$ cat config.mk
export PLATFORM = sky130hd
export DESIGN_NAME = ifetch_flat
export DESIGN_NICKNAME = d
export VERILOG_FILES = /design/src/rtl/ifetch_if.sv /design/src/rtl/ifetch.sv /design/src/flat_wrapper.sv
export SDC_FILE = /design/constraint.sdc
export NUM_CORES = 1
export LEC_CHECK = 0
export CORE_MARGIN = 10
export CORE_UTILIZATION = 44
export CTS_CLUSTER_DIAMETER = 150
export DETAILED_ROUTE_END_ITERATION = 8
export GPL_TIMING_DRIVEN = 0
export PLACE_DENSITY = 0.8
export SETUP_SLACK_MARGIN = 0.1
export SLEW_MARGIN = 15
export SYNTH_ARGS = -nofsm -noshare
export SYNTH_HDL_FRONTEND = slang
export SYNTH_SLANG_ARGS = --single-unit
$ cat constraint.sdc
create_clock -name clk -period 6.17 [get_ports clk]
set_input_delay 1.851 -clock clk [delete_from_list [all_inputs] [get_ports clk]]
set_output_delay 1.851 -clock clk [all_outputs]
set_load 0.02 [all_outputs]
$ cat src/rtl/ifetch_if.sv
// Instruction-memory fetch port between the fetch stage and imem.
// The fetch stage drives address/request; memory answers with data/ready.
interface ifetch_if;
   logic [31:0] ImemAddrF;
   logic        ImemReqF;
   logic [31:0] ImemRdataF;
   logic        ImemReadyF;

   modport master (
      output ImemAddrF,
      output ImemReqF,
      input  ImemRdataF,
      input  ImemReadyF
   );

   modport slave (
      input  ImemAddrF,
      input  ImemReqF,
      output ImemRdataF,
      output ImemReadyF
   );
endinterface

$ cat src/rtl/ifetch.sv
// Instruction-fetch stage: owns the PC, the imem request and the IF/ID register.
// Memory waits are retried in place; redirects from execute always win.
module ifetch #(
   parameter logic [31:0] RESET_PC  = 32'h0000_0000,
   parameter logic [31:0] NOP_INSTR = 32'h0000_0013
) (
   input  logic        clk,
   input  logic        reset,
   input  logic        PCSrcE,
   input  logic [31:0] PCTargetE,
   input  logic        StallF,
   input  logic        StallD,
   input  logic        FlushD,
   ifetch_if.master    imem,
   output logic [31:0] PCF,
   output logic [31:0] InstrD,
   output logic [31:0] PCD,
   output logic [31:0] PCPlus4D,
   output logic        MisalignF
);

   typedef struct packed {
      logic [31:0] instr;
      logic [31:0] pc;
      logic [31:0] pcPlus4;
   } ifIdT;

   logic [31:0] pcPlus4F;
   logic [31:0] redirectPc;
   logic [31:0] pcNext;
   logic        memWait;
   logic        misTarget;
   ifIdT        ifId;
   ifIdT        ifIdNext;

   assign pcPlus4F   = PCF + 32'd4;
   assign redirectPc = {PCTargetE[31:2], 2'b00};
   assign memWait    = ~imem.ImemReadyF;
   assign misTarget  = PCSrcE & (|PCTargetE[1:0]);

   assign imem.ImemAddrF = PCF;
   assign imem.ImemReqF  = ~StallF;

   always_comb begin
      pcNext = pcPlus4F;
      priority case (1'b1)
         PCSrcE:             pcNext = redirectPc;
         (StallF | memWait): pcNext = PCF;
         default:            pcNext = pcPlus4F;
      endcase
   end

   // A waiting fetch still records its PC so the bubble is traceable.
   always_comb begin
      ifIdNext = ifId;
      priority case (1'b1)
         FlushD: begin
            ifIdNext.instr   = NOP_INSTR;
            ifIdNext.pc      = 32'd0;
            ifIdNext.pcPlus4 = 32'd0;
         end
         StallD: ifIdNext = ifId;
         memWait: begin
            ifIdNext.instr   = NOP_INSTR;
            ifIdNext.pc      = PCF;
            ifIdNext.pcPlus4 = pcPlus4F;
         end
         default: begin
            ifIdNext.instr   = imem.ImemRdataF;
            ifIdNext.pc      = PCF;
            ifIdNext.pcPlus4 = pcPlus4F;
         end
      endcase
   end

   always_ff @(posedge clk or posedge reset) begin
      if (reset) begin
         PCF <= RESET_PC;
      end else begin
         PCF <= pcNext;
      end
   end

   always_ff @(posedge clk or posedge reset) begin
      if (reset) begin
         ifId.instr   <= NOP_INSTR;
         ifId.pc      <= 32'd0;
         ifId.pcPlus4 <= 32'd0;
      end else begin
         ifId <= ifIdNext;
      end
   end

   always_ff @(posedge clk or posedge reset) begin
      if (reset) begin
         MisalignF <= 1'b0;
      end else if (misTarget) begin
         MisalignF <= 1'b1;
      end
   end

   assign InstrD   = ifId.instr;
   assign PCD      = ifId.pc;
   assign PCPlus4D = ifId.pcPlus4;

endmodule

$ cat src/flat_wrapper.sv
// flat-port wrapper written by rule: the top's interface ports become plain ports
module ifetch_flat 
#(
   parameter logic [31:0] RESET_PC  = 32'h0000_0000,
   parameter logic [31:0] NOP_INSTR = 32'h0000_0013
)
  (clk, reset, PCSrcE, PCTargetE, StallF, StallD, FlushD, PCF, InstrD, PCD, PCPlus4D, MisalignF, imem_ImemAddrF, imem_ImemReqF, imem_ImemRdataF, imem_ImemReadyF);
  ifetch_if imem_i ();
  input  logic clk;
  input  logic reset;
  input  logic PCSrcE;
  input  logic [31:0] PCTargetE;
  input  logic StallF;
  input  logic StallD;
  input  logic FlushD;
  output logic [31:0] PCF;
  output logic [31:0] InstrD;
  output logic [31:0] PCD;
  output logic [31:0] PCPlus4D;
  output logic MisalignF;
  output wire logic [$bits(imem_i.ImemAddrF)-1:0] imem_ImemAddrF;
  output wire logic [$bits(imem_i.ImemReqF)-1:0] imem_ImemReqF;
  input wire logic [$bits(imem_i.ImemRdataF)-1:0] imem_ImemRdataF;
  input wire logic [$bits(imem_i.ImemReadyF)-1:0] imem_ImemReadyF;
  assign imem_ImemAddrF = imem_i.ImemAddrF;
  assign imem_ImemReqF = imem_i.ImemReqF;
  assign imem_i.ImemRdataF = imem_ImemRdataF;
  assign imem_i.ImemReadyF = imem_ImemReadyF;
  ifetch #(.RESET_PC(RESET_PC), .NOP_INSTR(NOP_INSTR)) u_core (.clk(clk), .reset(reset), .PCSrcE(PCSrcE), .PCTargetE(PCTargetE), .StallF(StallF), .StallD(StallD), .FlushD(FlushD), .imem(imem_i), .PCF(PCF), .InstrD(InstrD), .PCD(PCD), .PCPlus4D(PCPlus4D), .MisalignF(MisalignF));
endmodule
==> key figures <==
Placement
  • Dpl cell area: 8617 µm²
  • GPL Wtd Cong: 0.9326
  • IO buf count: 226
  • Hpwl dp: 16,300 µm

Global routing
  • GRT overflow: 0
  • Vias in the first global route: 5,959
  • Initial antenna violation count: 0
  • First-pass GRT wire length: 33,780 µm
  • Largest net degree at the start of global routing: 80
  • Overall Global Routing Usage: 0.2289

Worst hold path
  • Hold Path End: u_core.MisalignF
  • Hold path start: u_core.MisalignF
  • Hold Path Cell Cnt: 1
  • Hold/Removal Path Class: reg -> reg

Critical path
  • Reg-to-reg setup timing slack: 3580 ps
  • CP Data Required Time: 4320 ps
  • Worst setup EP type: output port
  • Worst setup SP type: input port
  • Reg2reg start: u_core.PCF[2]
  • Setup crit start: StallF
  • Crit Path Category: in -> out
  • Worst-path fanout max: 6
  • Reg-to-reg critical path endpoint: u_core.PCF[22]
  • Worst Path Arrival: 3090 ps
  • R2r worst-path depth: 7

Finish
  • Util after Layout: 0.6870
  • Nets: 934
  • Fillers: 999
  • Post-route cell area: 9206 µm²
  • Area grow syn2layout: 51.15%
  • Antenna Cells: 0
  • Share of cells above drive strength 1: 0.09257

Synth
  • Synthesized-area fraction occupied by and/or/nand/nor cells: 0.1672
  • Commonest cells post-synth: dfrtp_1 (121), nor2_1 (70), clkbuf_1 (40)
  • Top-area cell type share of the netlist area: 0.4971
  • Top_reg_cell synth: dfrtp_1
  • Post-synthesis xor/xnor area fraction: 0.03020
  • Cell area after synthesis: 6091 µm²
  • Most common cell in the netlist: dfrtp_1
  • Mapped Cells: 613
  • Largest family of logic cells by synthesized area: simple AND/OR/NAND/NOR gates
  • Sequential area share after synthesis: 0.5101
  • Synth Warn #: 0
  • Synth Area in Adders: 0.002054
  • Cell variety after synth: 44
  • Number of flops mapped to enable cells by yosys: 0
  • Async SR Flop Fraction: 1.000
  • Count of state elements after synthesis: 124
  • Synth area leader: dfrtp_1
  • Synth top area cells: dfrtp_1 (50%), buf_4 (4.7%), mux2i_1 (4.6%)
  • Avg Inst Size Synth: 9.936 µm²
  • Compound-Gate Fraction of Synth Area: 0.1563
  • Multiplexer area fraction after synthesis: 0.04601

CTS
  • Clk slew on worst S/H paths: 50 ps
  • Worst skew pair latency: 420 ps
  • Setup Buffers After CTS: 0
  • H-tree levels: 4
  • Hold_buf cts: 0
  • CTS Buffer Depth: 2
  • CTS tree: yes
  • Clock Sinks: 124
  • Post-cts sizing count: 0
  • Root Buffer: clkbuf_16
  • Number of CTS-inserted buffers: 17

STA
  • Final hold viol count: 0
  • Total Negative Setup Slacks: 0 ps
  • Crit path time final: 4944 ps
  • Final Skew: 7.038 ps
  • Slew @ Worst Pin: 807.4 ps
  • Max Freq: 202.3 MHz
  • Final Setup Violations: 0
  • Worst Hold Slack: 469.5 ps
  • Worst slew margin: 0.4617
  • Max Slew Vio Count: 0
  • Final period util: 0.8013
  • RSZ-0062 raised after global routing: no

Job
  • MaxCap Viol Count: 0

Die
  • Starting Density: 0.4545
  • Core ar.: 13,400 µm²
  • Num rows: 42
  • Die W: 137.7 µm
  • I/O pin total: 233
  • Die ar.: 18,950 µm²
  • Vert. Die Dim: 137.7 µm

Detailed routing
  • TritonRoute pass-1 iters: 5
  • Drt wl/cell: 21.05 µm
  • Vias per cell: 5.668
  • Detail Route Antenna Nets: 0
  • WL final: 22,120 µm
  • # DRC: 0
  • DR iter-0 viols: 638
  • Via count: 5,957

Power and ir drop
  • Pwr dens: 269.3 nW/µm²
  • Worst vdd rail ir drop: 0.2080 mV
  • Leakage: 3.805 nW

Status
  • Status: finished, final reports clean
-- cell usage in the layout (no fill, tap or decap), drive strengths merged, types with 3 or more instances in the layout --
master / Yosys / final
clkdlybuf4s50: 0 / 226
dfrtp: 121 / 121
nor2: 70 / 70
clkbuf: 41 / 65
buf: 51 / 52
nand2: 39 / 39
o21ai: 33 / 33
a22o: 29 / 29
mux2i: 28 / 28
or4: 20 / 20
or3: 19 / 19
a31oi: 17 / 17
xnor2: 16 / 16
o31ai: 15 / 15
nand4: 13 / 13
a311oi: 12 / 12
nand3: 11 / 11
nor3: 10 / 10
a21oi: 9 / 9
inv: 7 / 7
a211oi: 6 / 6
nor4: 6 / 6
clkinv: 2 / 6
xor2: 5 / 5
and4: 4 / 4
conb: 1 / 4
o22a: 3 / 3
o2111a: 3 / 3
bufinv: 0 / 3
dfstp: 3 / 3
-- routing by layer --
metal  vias to the layer above  share of wire  global-route usage
li1                       2678              -                   -
met1                      2895           0.37              0.2737
met2                       333           0.49              0.3755
met3                        51           0.10             0.06591
met4                         0          0.033              0.1001
met5                         -              0                   0
-- how the worst max path moves through the flow --
stage	endpoint	slack, ps	cells past startpoint
after global routing	imem_ImemReqF	1190	3
after floorplan	u_core.InstrD[10]	1020	1
after CTS	imem_ImemReqF	1230	3
after global placement	u_core.PCD[3]	-650	2
final	imem_ImemReqF	1230	3
after detailed placement	imem_ImemReqF	1270	3
-- logic make-up after synthesis --
family | after synthesis
AND/OR/NAND/NOR | 203
other | 1
AO/OA/AOI/OAI | 134
buffers and inverters | 101
XOR/XNOR | 21
multiplexers | 28
flip-flops | 124
adder cells (fa/ha/maj) | 1
-- where the power goes --
part / switching (W) / total [W] / leakage (nW) / internal [W]
Sequential: 0.0000576 / 0.000927 / 1.59 / 0.000869
Clock: 0.000360 / 0.00101 / 0.288 / 0.000653
Combinational: 0.000287 / 0.000540 / 1.93 / 0.000252
Total: 0.000705 / 0.00248 / 3.81 / 0.00178
-- through the flow --
step	total power [W]	instances	setup slack, ps
global route	0.002566	1051	1189
CTS	0.002487	1051	1228
finish	0.002480	1051	1226
detailed placement	0.001475	1019	1269
floorplan	0.001202	616	1025
global placement	0.001459	1018	-652.1
-- registers in the layout (all words and copies together), names as in the netlist --
name,flops
u_core.InstrD,32
u_core.MisalignF,1
u_core.PCF,30
u_core.PCPlus4D,31
u_core.PCD,30
-- worst max-delay path, stage by stage --
cell,delay [ps]
clkdlybuf4s50_1,540
inv_1,100
clkdlybuf4s50_1,600
-- layout make-up --
cell class                      instances  area [µm²]  share of cell area
Buffer                                 92       499.2             0.05423
Clock buffer                           24       471.7             0.05124
Clock inverter                          8       117.6             0.01278
Inverter                                9       38.79            0.004213
Multi-Input combinational cell        391        2462              0.2675
Sequential cell                       124        3107              0.3375
Tap cell                              176       220.2             0.02392
Timing Repair Buffer                  227        2290              0.2487
Power figures use the tool's default switching activity.
